**config.mk**
```make
export PLATFORM = sky130hd
export DESIGN_NAME = sram_1p_init_ctrl
export DESIGN_NICKNAME = d
export VERILOG_FILES = /design/src/rtl/sram_1p_init_ctrl.sv
export SDC_FILE = /design/constraint.sdc
export NUM_CORES = 1
export LEC_CHECK = 0
export ABC_AREA = 0
export BUFFER_PORTS_ARGS = -buffer_cell sky130_fd_sc_hd__buf_2
export CAP_MARGIN = 0
export CORE_AREA = 2 2 145 147
export CTS_CLUSTER_SIZE = 40
export DETAILED_ROUTE_END_ITERATION = 8
export DIE_AREA = 0 0 147 149
export GPL_ROUTABILITY_DRIVEN = 0
export GPL_TIMING_DRIVEN = 1
export PLACE_DENSITY_LB_ADDON = 0.1
export SLEW_MARGIN = 40
export SYNTH_ARGS = -nofsm -noshare
export SYNTH_HDL_FRONTEND = slang
export SYNTH_SLANG_ARGS = --single-unit
```
**constraint.sdc**
```tcl
create_clock -name clock -period 2.7 [get_ports clock]
set_input_delay 0.135 -clock clock [delete_from_list [all_inputs] [get_ports clock]]
set_output_delay 0.135 -clock clock [all_outputs]
set_load 0.02 [all_outputs]
```
**src/rtl/sram_1p_init_ctrl.sv**
```systemverilog
// Request-side controller for a single-port, 1-cycle-latency SRAM macro.
// Sweeps every entry to INIT_VAL after reset, then arbitrates write/read requests (write wins).
module sram_1p_init_ctrl #(
    parameter int unsigned   DEPTH    = 1024,
    parameter int unsigned   AW       = 10,
    parameter int unsigned   DW       = 82,
    parameter logic [DW-1:0] INIT_VAL = '0
) (
    input  logic          clock,
    input  logic          reset,

    input  logic          w_req_valid,
    output logic          w_req_ready,
    input  logic [AW-1:0] w_req_addr,
    input  logic [DW-1:0] w_req_data,

    input  logic          r_req_valid,
    output logic          r_req_ready,
    input  logic [AW-1:0] r_req_addr,

    output logic          r_resp_valid,
    output logic [DW-1:0] r_resp_data,

    output logic          init_done,

    output logic          sram_en,
    output logic          sram_wmode,
    output logic [AW-1:0] sram_addr,
    output logic [DW-1:0] sram_wdata,
    input  logic [DW-1:0] sram_rdata
);

    typedef enum logic {
        ST_INIT = 1'b0,
        ST_RUN  = 1'b1
    } state_t;

    localparam int unsigned LAST_IDX = DEPTH - 1;
    localparam logic [AW:0] INIT_LAST = LAST_IDX[AW:0];

    state_t        state_q, state_d;
    logic [AW:0]   init_cnt_q, init_cnt_d;
    logic          init_done_q, init_done_d;
    logic          resp_valid_q, resp_valid_d;
    logic [DW-1:0] hold_q, hold_d;

    logic          run;
    logic          in_init;
    logic          wr_accept;
    logic          rd_accept;

    // Reset gates everything combinationally so a response in flight is dropped immediately.
    assign run       = (state_q == ST_RUN) && !reset;
    assign in_init   = (state_q == ST_INIT) && !reset;
    assign wr_accept = run && w_req_valid;
    assign rd_accept = run && r_req_valid && !w_req_valid;

    assign w_req_ready = run;
    assign r_req_ready = run && !w_req_valid;
    assign init_done   = init_done_q;

    always_comb begin
        sram_en    = 1'b0;
        sram_wmode = 1'b0;
        sram_addr  = r_req_addr;
        sram_wdata = w_req_data;
        if (in_init) begin
            sram_en    = 1'b1;
            sram_wmode = 1'b1;
            sram_addr  = init_cnt_q[AW-1:0];
            sram_wdata = INIT_VAL;
        end else if (wr_accept) begin
            sram_en    = 1'b1;
            sram_wmode = 1'b1;
            sram_addr  = w_req_addr;
        end else if (rd_accept) begin
            sram_en    = 1'b1;
            sram_addr  = r_req_addr;
        end
    end

    always_comb begin
        r_resp_valid = resp_valid_q && !reset;
        r_resp_data  = hold_q;
        if (reset) begin
            r_resp_data = '0;
        end else if (resp_valid_q) begin
            r_resp_data = sram_rdata;
        end
    end

    always_comb begin
        state_d      = state_q;
        init_cnt_d   = init_cnt_q;
        init_done_d  = init_done_q;
        resp_valid_d = rd_accept;
        hold_d       = resp_valid_q ? sram_rdata : hold_q;
        case (state_q)
            ST_INIT: begin
                init_cnt_d = init_cnt_q + 1'b1;
                if (init_cnt_q == INIT_LAST) begin
                    state_d     = ST_RUN;
                    init_done_d = 1'b1;
                end
            end
            ST_RUN: begin
                state_d = ST_RUN;
            end
            default: begin
                state_d = ST_INIT;
            end
        endcase
    end

    always_ff @(posedge clock) begin
        if (reset) begin
            state_q      <= ST_INIT;
            init_cnt_q   <= '0;
            init_done_q  <= 1'b0;
            resp_valid_q <= 1'b0;
            hold_q       <= '0;
        end else begin
            state_q      <= state_d;
            init_cnt_q   <= init_cnt_d;
            init_done_q  <= init_done_d;
            resp_valid_q <= resp_valid_d;
            hold_q       <= hold_d;
        end
    end

endmodule

```
==> flow_summary.ini, run 1 <==
[clocking]
clock_latency_ns = 0.35
htree_levels = 3
cts-root-buf = clkbuf_16
holdBufCountCts = 0
cts_tree = yes
cts_sinks = 96
cts_resized = 0
cts_made_buffers = 9
cts_max_path_buffers = 2
cts.clk_slew.worst_paths_ns = 0.08
post-cts-setup-buffer-count = 0

[die]
io_pins = 368
fp-row-count = 53
start_util_pct = 20.7
fp.dieW_microns = 147
die_y_microns = 149
dieArea_sq_um = 21900
core_area_sq_um = 20600

[global_route]
grt_pass1_vias = 4162
grt_use_total_pct = 14.0
grt-ovfl-total = 0
antenna_found_initial = 1
grt_pass1_wl_microns = 23800
grt_max_degree = 85

[critical_path]
crit_type = flip-flop to output port
max_stage_delay_ns = 0.59
startpoint_type = flip-flop
critical_path_buf_inv_count = 1
cp_cell_sequence = nand3b_1 -> mux2i_1 -> o21ai_0 -> buf_2
r2r_end = init_cnt_q[10]
end_kind = output port
endpoint = sram_addr[1]
crit_required_ns = 2.57
cp.depth = 4
regToRegSetupSlack_ns = 1.07
critPathTopFamily = flip-flops
cp-startpoint = state_q
cp.arrival_ns = 2.05
regToRegStartpoint = init_cnt_q[1]
crit_slowest_cell = dfxtp_1
r2r_cells = 4
crit_fanout = 13

[drt]
viasPerCell = 3.98
drt-wirelength-per-cell_microns = 14.7
firstDrtPassIters = 4
antenna_left = 0
remaining_drc_errors = 0
drt_iter0_markers = 134
drt-total-wl_microns = 16100
vias = 4355

[sta]
fin_crit_ns = 2.19
slew_viol_final = 0
rsz0062_at_grt = no
max_freq_ghz = 0.458
fin_skew_ns = 0.00989
setup_viol = 0
fin_crit_sh_pct = 80.9
max_slew_margin_pct = 58.8
hold_viol_final = 0
worst_pin_slew_ns = 0.617
hold_slack_ns = 0.0524
final.setup.tns_ns = 0

[final_layout]
multi_input_area_sq_um = 2180
area_growth_pct = 57.5
mostFrequentLayoutCells = buf_2 (366), dfxtp_1 (95), mux2i_1 (92), nor2_1 (89), and2_1 (83)
fin_nets = 1001
drive_above_1_share_pct = 48.2
seq_area_sq_um = 1930
fillers = 2206
final_common_cell = buf_2

[yosys]
synth_edf_count = 0
ys.flop_type = dfxtp_1
avgSynthCellArea_sq_um = 9.23
ys_ff_latch = 96
yosysUniqueCellTypes = 30
ys.warnings.count = 0
netlist_area_sq_um = 4250
synth_nets = 650
postSynth.asyncResetShare_pct = 0
ys_seq_area_share_pct = 45.2
netlist_instances = 461

[hold_path]
hold_class = input pin to flip-flop
hold_depth = 3

[placed_design]
dp_hpwl_microns = 12500
place.port_buffers = 367

[power]
p_leak_uw = 0.00333
power_density_nw_per_um2 = 478
ir_drop_uv = 258

[job]
maxCapViolCount = 0

[status]
status = finished clean
-- worst reg2reg max path, cell delays in order, from the launching register on --
cell	delay, ns
dfxtp_1	0.45
ha_1	0.27
nand3b_2	0.15
or4_1	0.54
a21oi_1	0.15
-- cell usage after synthesis, drive strengths merged (4+ instances only) --
| cell type | number | area [sq um] |
|---|---|---|
| a21oi | 9 | 45.0 |
| and2 | 83 | 519 |
| buf | 15 | 73.8 |
| clkbuf | 18 | 67.6 |
| dfxtp | 96 | 1920 |
| mux2i | 92 | 921 |
| nand2 | 13 | 48.8 |
| nor2 | 89 | 334 |
| nor2b | 4 | 25.0 |
| o21ai | 11 | 55.1 |
| o31ai | 4 | 30.0 |
| or4 | 4 | 30.0 |
-- state kept, by name (all words and copies together), names as in the netlist --
name,flops
state_q,1
init_cnt_q,11
init_done,1
resp_valid_q,1
hold_q,82
-- power by group --
group,switching (uW),internal (uW)
Combinational,234,195
Clock,609,741
Sequential,8.04,1420
-- routing by layer --
layer | GRT usage [%] | up-vias | part of all wire, %
met4 | 4.38 | 0 | 1.0
met5 | 0 | - | 0
met1 | 16.9 | 1898 | 42
met3 | 3.79 | 10 | 7.4
li1 | - | 2237 | -
met2 | 24.6 | 210 | 49
-- how the worst min path moves through the flow --
stage                   start      endpoint  slack [ns]
2_1_floorplan     r_req_valid  resp_valid_q        0.26
3_3_place_gp   sram_rdata[76]    hold_q[76]        0.41
3_5_place_dp   sram_rdata[31]    hold_q[31]        0.41
4_1_cts        sram_rdata[69]    hold_q[69]        0.04
5_1_grt        sram_rdata[75]    hold_q[75]        0.05
6_report        sram_rdata[4]     hold_q[4]        0.05
-- layout make-up --
class                   instances  share of cell area, %
multi-input cells             329                   32.5
flip-flops and latches         96                   28.7
repair buffers                373                   28.7
well taps                     275                   5.14
clock buffers                   9                   3.36
clock inverters                 7                   1.34
inverters                       3                  0.168
diodes                          1                 0.0373
-- cell families after synthesis --
family / count (synthesis) / synth area share (%)
simple gates: 205 / 24.9
mux: 92 / 21.6
fa+ha+maj: 1 / 0.294
buf+inv: 36 / 3.59
xor+xnor: 4 / 0.824
flops: 96 / 45.2
compound gates: 27 / 3.53
-- stage by stage --
step | utilization (%) | power (uW) | worst slack (ns) | area, sq um | instances
after global placement | 31.0 | 1900 | 0.892 | 6380 | 1076
after detailed placement | 31.0 | 1890 | 0.863 | 6380 | 1076
after floorplan | - | 1660 | 1.15 | 4250 | 461
after global routing | 32.6 | 3360 | 0.319 | 6700 | 1093
final | 32.6 | 3200 | 0.515 | 6700 | 1093
after CTS | 32.6 | 3280 | 0.457 | 6700 | 1092
No activity file was read; power rests on OpenSTA's default activity.
==> run 2: changes to the inputs <==
--- a/config.mk
+++ b/config.mk
@@ -8,10 +8,10 @@
 export ABC_AREA = 0
 export BUFFER_PORTS_ARGS = -buffer_cell sky130_fd_sc_hd__buf_2
 export CAP_MARGIN = 0
-export CORE_AREA = 2 2 145 147
+export CORE_AREA = 2 2 143 145
 export CTS_CLUSTER_SIZE = 40
 export DETAILED_ROUTE_END_ITERATION = 8
-export DIE_AREA = 0 0 147 149
+export DIE_AREA = 0 0 145 147
 export GPL_ROUTABILITY_DRIVEN = 0
 export GPL_TIMING_DRIVEN = 1
 export PLACE_DENSITY_LB_ADDON = 0.1
==> constraint.sdc (replaced) <==
create_clock -name clock -period 1.9 [get_ports clock]
set_input_delay 0.095 -clock clock [delete_from_list [all_inputs] [get_ports clock]]
set_output_delay 0.095 -clock clock [all_outputs]
set_load 0.02 [all_outputs]
==> run 2 against run 1 <==
Total power is 37% higher. Sequential share of layout area is 0.39 points lower. First-iteration DRC count is 1.5% higher. Non-clock buffer count grew 13. Setup slack worse by 0.30 ns. Clock power grew 30%. Via count grew 2.1%. Final area grew 1.4%. Final cell count up 1.0%.
==> flow_summary.ini, run 2 (same netlist as run 1, synthesis figures left out) <==
[status]
status = finished clean

[critical_path]
crit_type = flip-flop to output port
crit_slowest_cell = or2_4
cp_cell_sequence = or2_4 -> buf_12 -> and2_1 -> buf_2
startpoint_type = flip-flop
r2r_cells = 4
end_kind = output port
critical_path_buf_inv_count = 2
cp-startpoint = state_q
max_stage_delay_ns = 0.37
regToRegStartpoint = init_cnt_q[0]
cp.arrival_ns = 1.59
crit_required_ns = 1.80
crit_fanout = 50
regToRegSetupSlack_ns = 0.31
r2r_end = init_cnt_q[10]
critPathTopFamily = simple AND/OR/NAND/NOR gates

[clocking]
htree_levels = 3
cts-root-buf = clkbuf_16
cts_max_path_buffers = 2
cts_sinks = 96
cts.clk_slew.worst_paths_ns = 0.07
cts_tree = yes
clock_latency_ns = 0.34
cts_made_buffers = 9

[hold_path]
min_to = hold_q[54]
hold_class = input pin to flip-flop
hold_depth = 3
min_from = sram_rdata[54]

[die]
die_y_microns = 147
start_util_pct = 21.4
core_area_sq_um = 19800
dieArea_sq_um = 21300
fp-row-count = 52
fp.dieW_microns = 145
io_pins = 368

[power]
power_density_nw_per_um2 = 647
ir_drop_uv = 373
p_leak_uw = 0.00338

[final_layout]
multi_input_area_sq_um = 2180
drive_above_1_share_pct = 48.8
seq_area_sq_um = 1930
final_common_cell = buf_2
top_register = hold_q
layout.cells.non_filler = 1104
mostFrequentLayoutCells = buf_2 (363), dfxtp_1 (94), mux2i_1 (92), nor2_1 (89), and2_1 (83)
largest_reg_flops = 82
fillers = 2106
area_growth_pct = 59.8
largest_registers = hold_q (82), init_cnt_q (11)
fin_nets = 1014

[drt]
drt-met1-wl_microns = 6500
viasPerCell = 4.03
drt-wirelength-per-cell_microns = 15.1
remaining_drc_errors = 0
drt-total-wl_microns = 16700
antenna_left = 0
drt_iter0_markers = 136
routed-wl-met3_microns = 938
firstDrtPassIters = 4
top_layer = met4
routed-wl-met2_microns = 8810
vias = 4445

[sta]
setup_viol = 0
fin_crit_sh_pct = 88.8
slew_viol_final = 0
hold_slack_ns = 0.0173
max_slew_margin_pct = 50.8
fin_crit_ns = 1.69
max_freq_ghz = 0.592
worst_pin_slew_ns = 0.738
final.setup.tns_ns = 0
rsz0062_at_grt = no
hold_viol_final = 0
fin_skew_ns = 0.00496
setup_slack_ns = 0.212

[global_route]
grt_pass1_vias = 4367
grt-ovfl-total = 0
antenna_found_initial = 6
grt_use_total_pct = 14.9
grt_max_degree = 73
grt_pass1_wl_microns = 24600

[placed_design]
pre_cts_slack_ns = 0.318
place.port_buffers = 367
dp_hpwl_microns = 13600
dp_cells = 1073

[job]
maxCapViolCount = 0
==> run 2: area by class of cell <==
class | instances | share of cell area, %
antenna | 4 | 0.147
tap | 270 | 4.97
clock buffer | 10 | 3.52
sequential | 96 | 28.4
timing repair buffer | 386 | 30.0
inverter | 3 | 0.166
multi-input combinational | 329 | 32.1
clock inverter | 6 | 0.755
==> run 2: tightest hold or removal path, stage by stage <==
cell and delay, ns:
buf_2 0.08, mux2i_1 0.05, nor2_1 0.10
==> run 2: per-stage QoR <==
stage / util, % / power (uW) / cell area (sq um)
after detailed placement: 32.2 / 2690 / 6390
after floorplan: - / 2360 / 4250
final: 34.2 / 4400 / 6800
after CTS: 33.8 / 4490 / 6710
after global placement: 32.2 / 2690 / 6390
after global routing: 34.2 / 4610 / 6790
==> run 2: where the power goes <==
group	internal [uW]	switching, uW
clock	939	814
sequential	2010	10.2
combinational	284	335
total	3240	1160
==> run 2: metal layers <==
layer | vias up | global-route usage (%)
li1 | 2254 | -
met1 | 1967 | 16.0
met2 | 203 | 28.4
met3 | 21 | 2.95
met4 | 0 | 6.04
met5 | - | 0
==> run 2: how the worst max path moves through the flow <==
stage,endpoint,slack [ns],cells after the start
5_1_grt,sram_addr[9],0.05,6
2_1_floorplan,resp_valid_q,0.35,4
6_report,sram_wdata[73],0.21,4
3_5_place_dp,init_cnt_q[10],0.32,4
4_1_cts,r_resp_data[48],0.07,4
3_3_place_gp,init_done,0.36,4
==> run 2: timing repair <==
item                                   4_1_cts  5_1_grt
endpoints found under the hold margin        5        0
hold buffers                                 3        0
setup buffers                                0        8
resized for setup                            1        8
setup endpoints to repair                    4       29
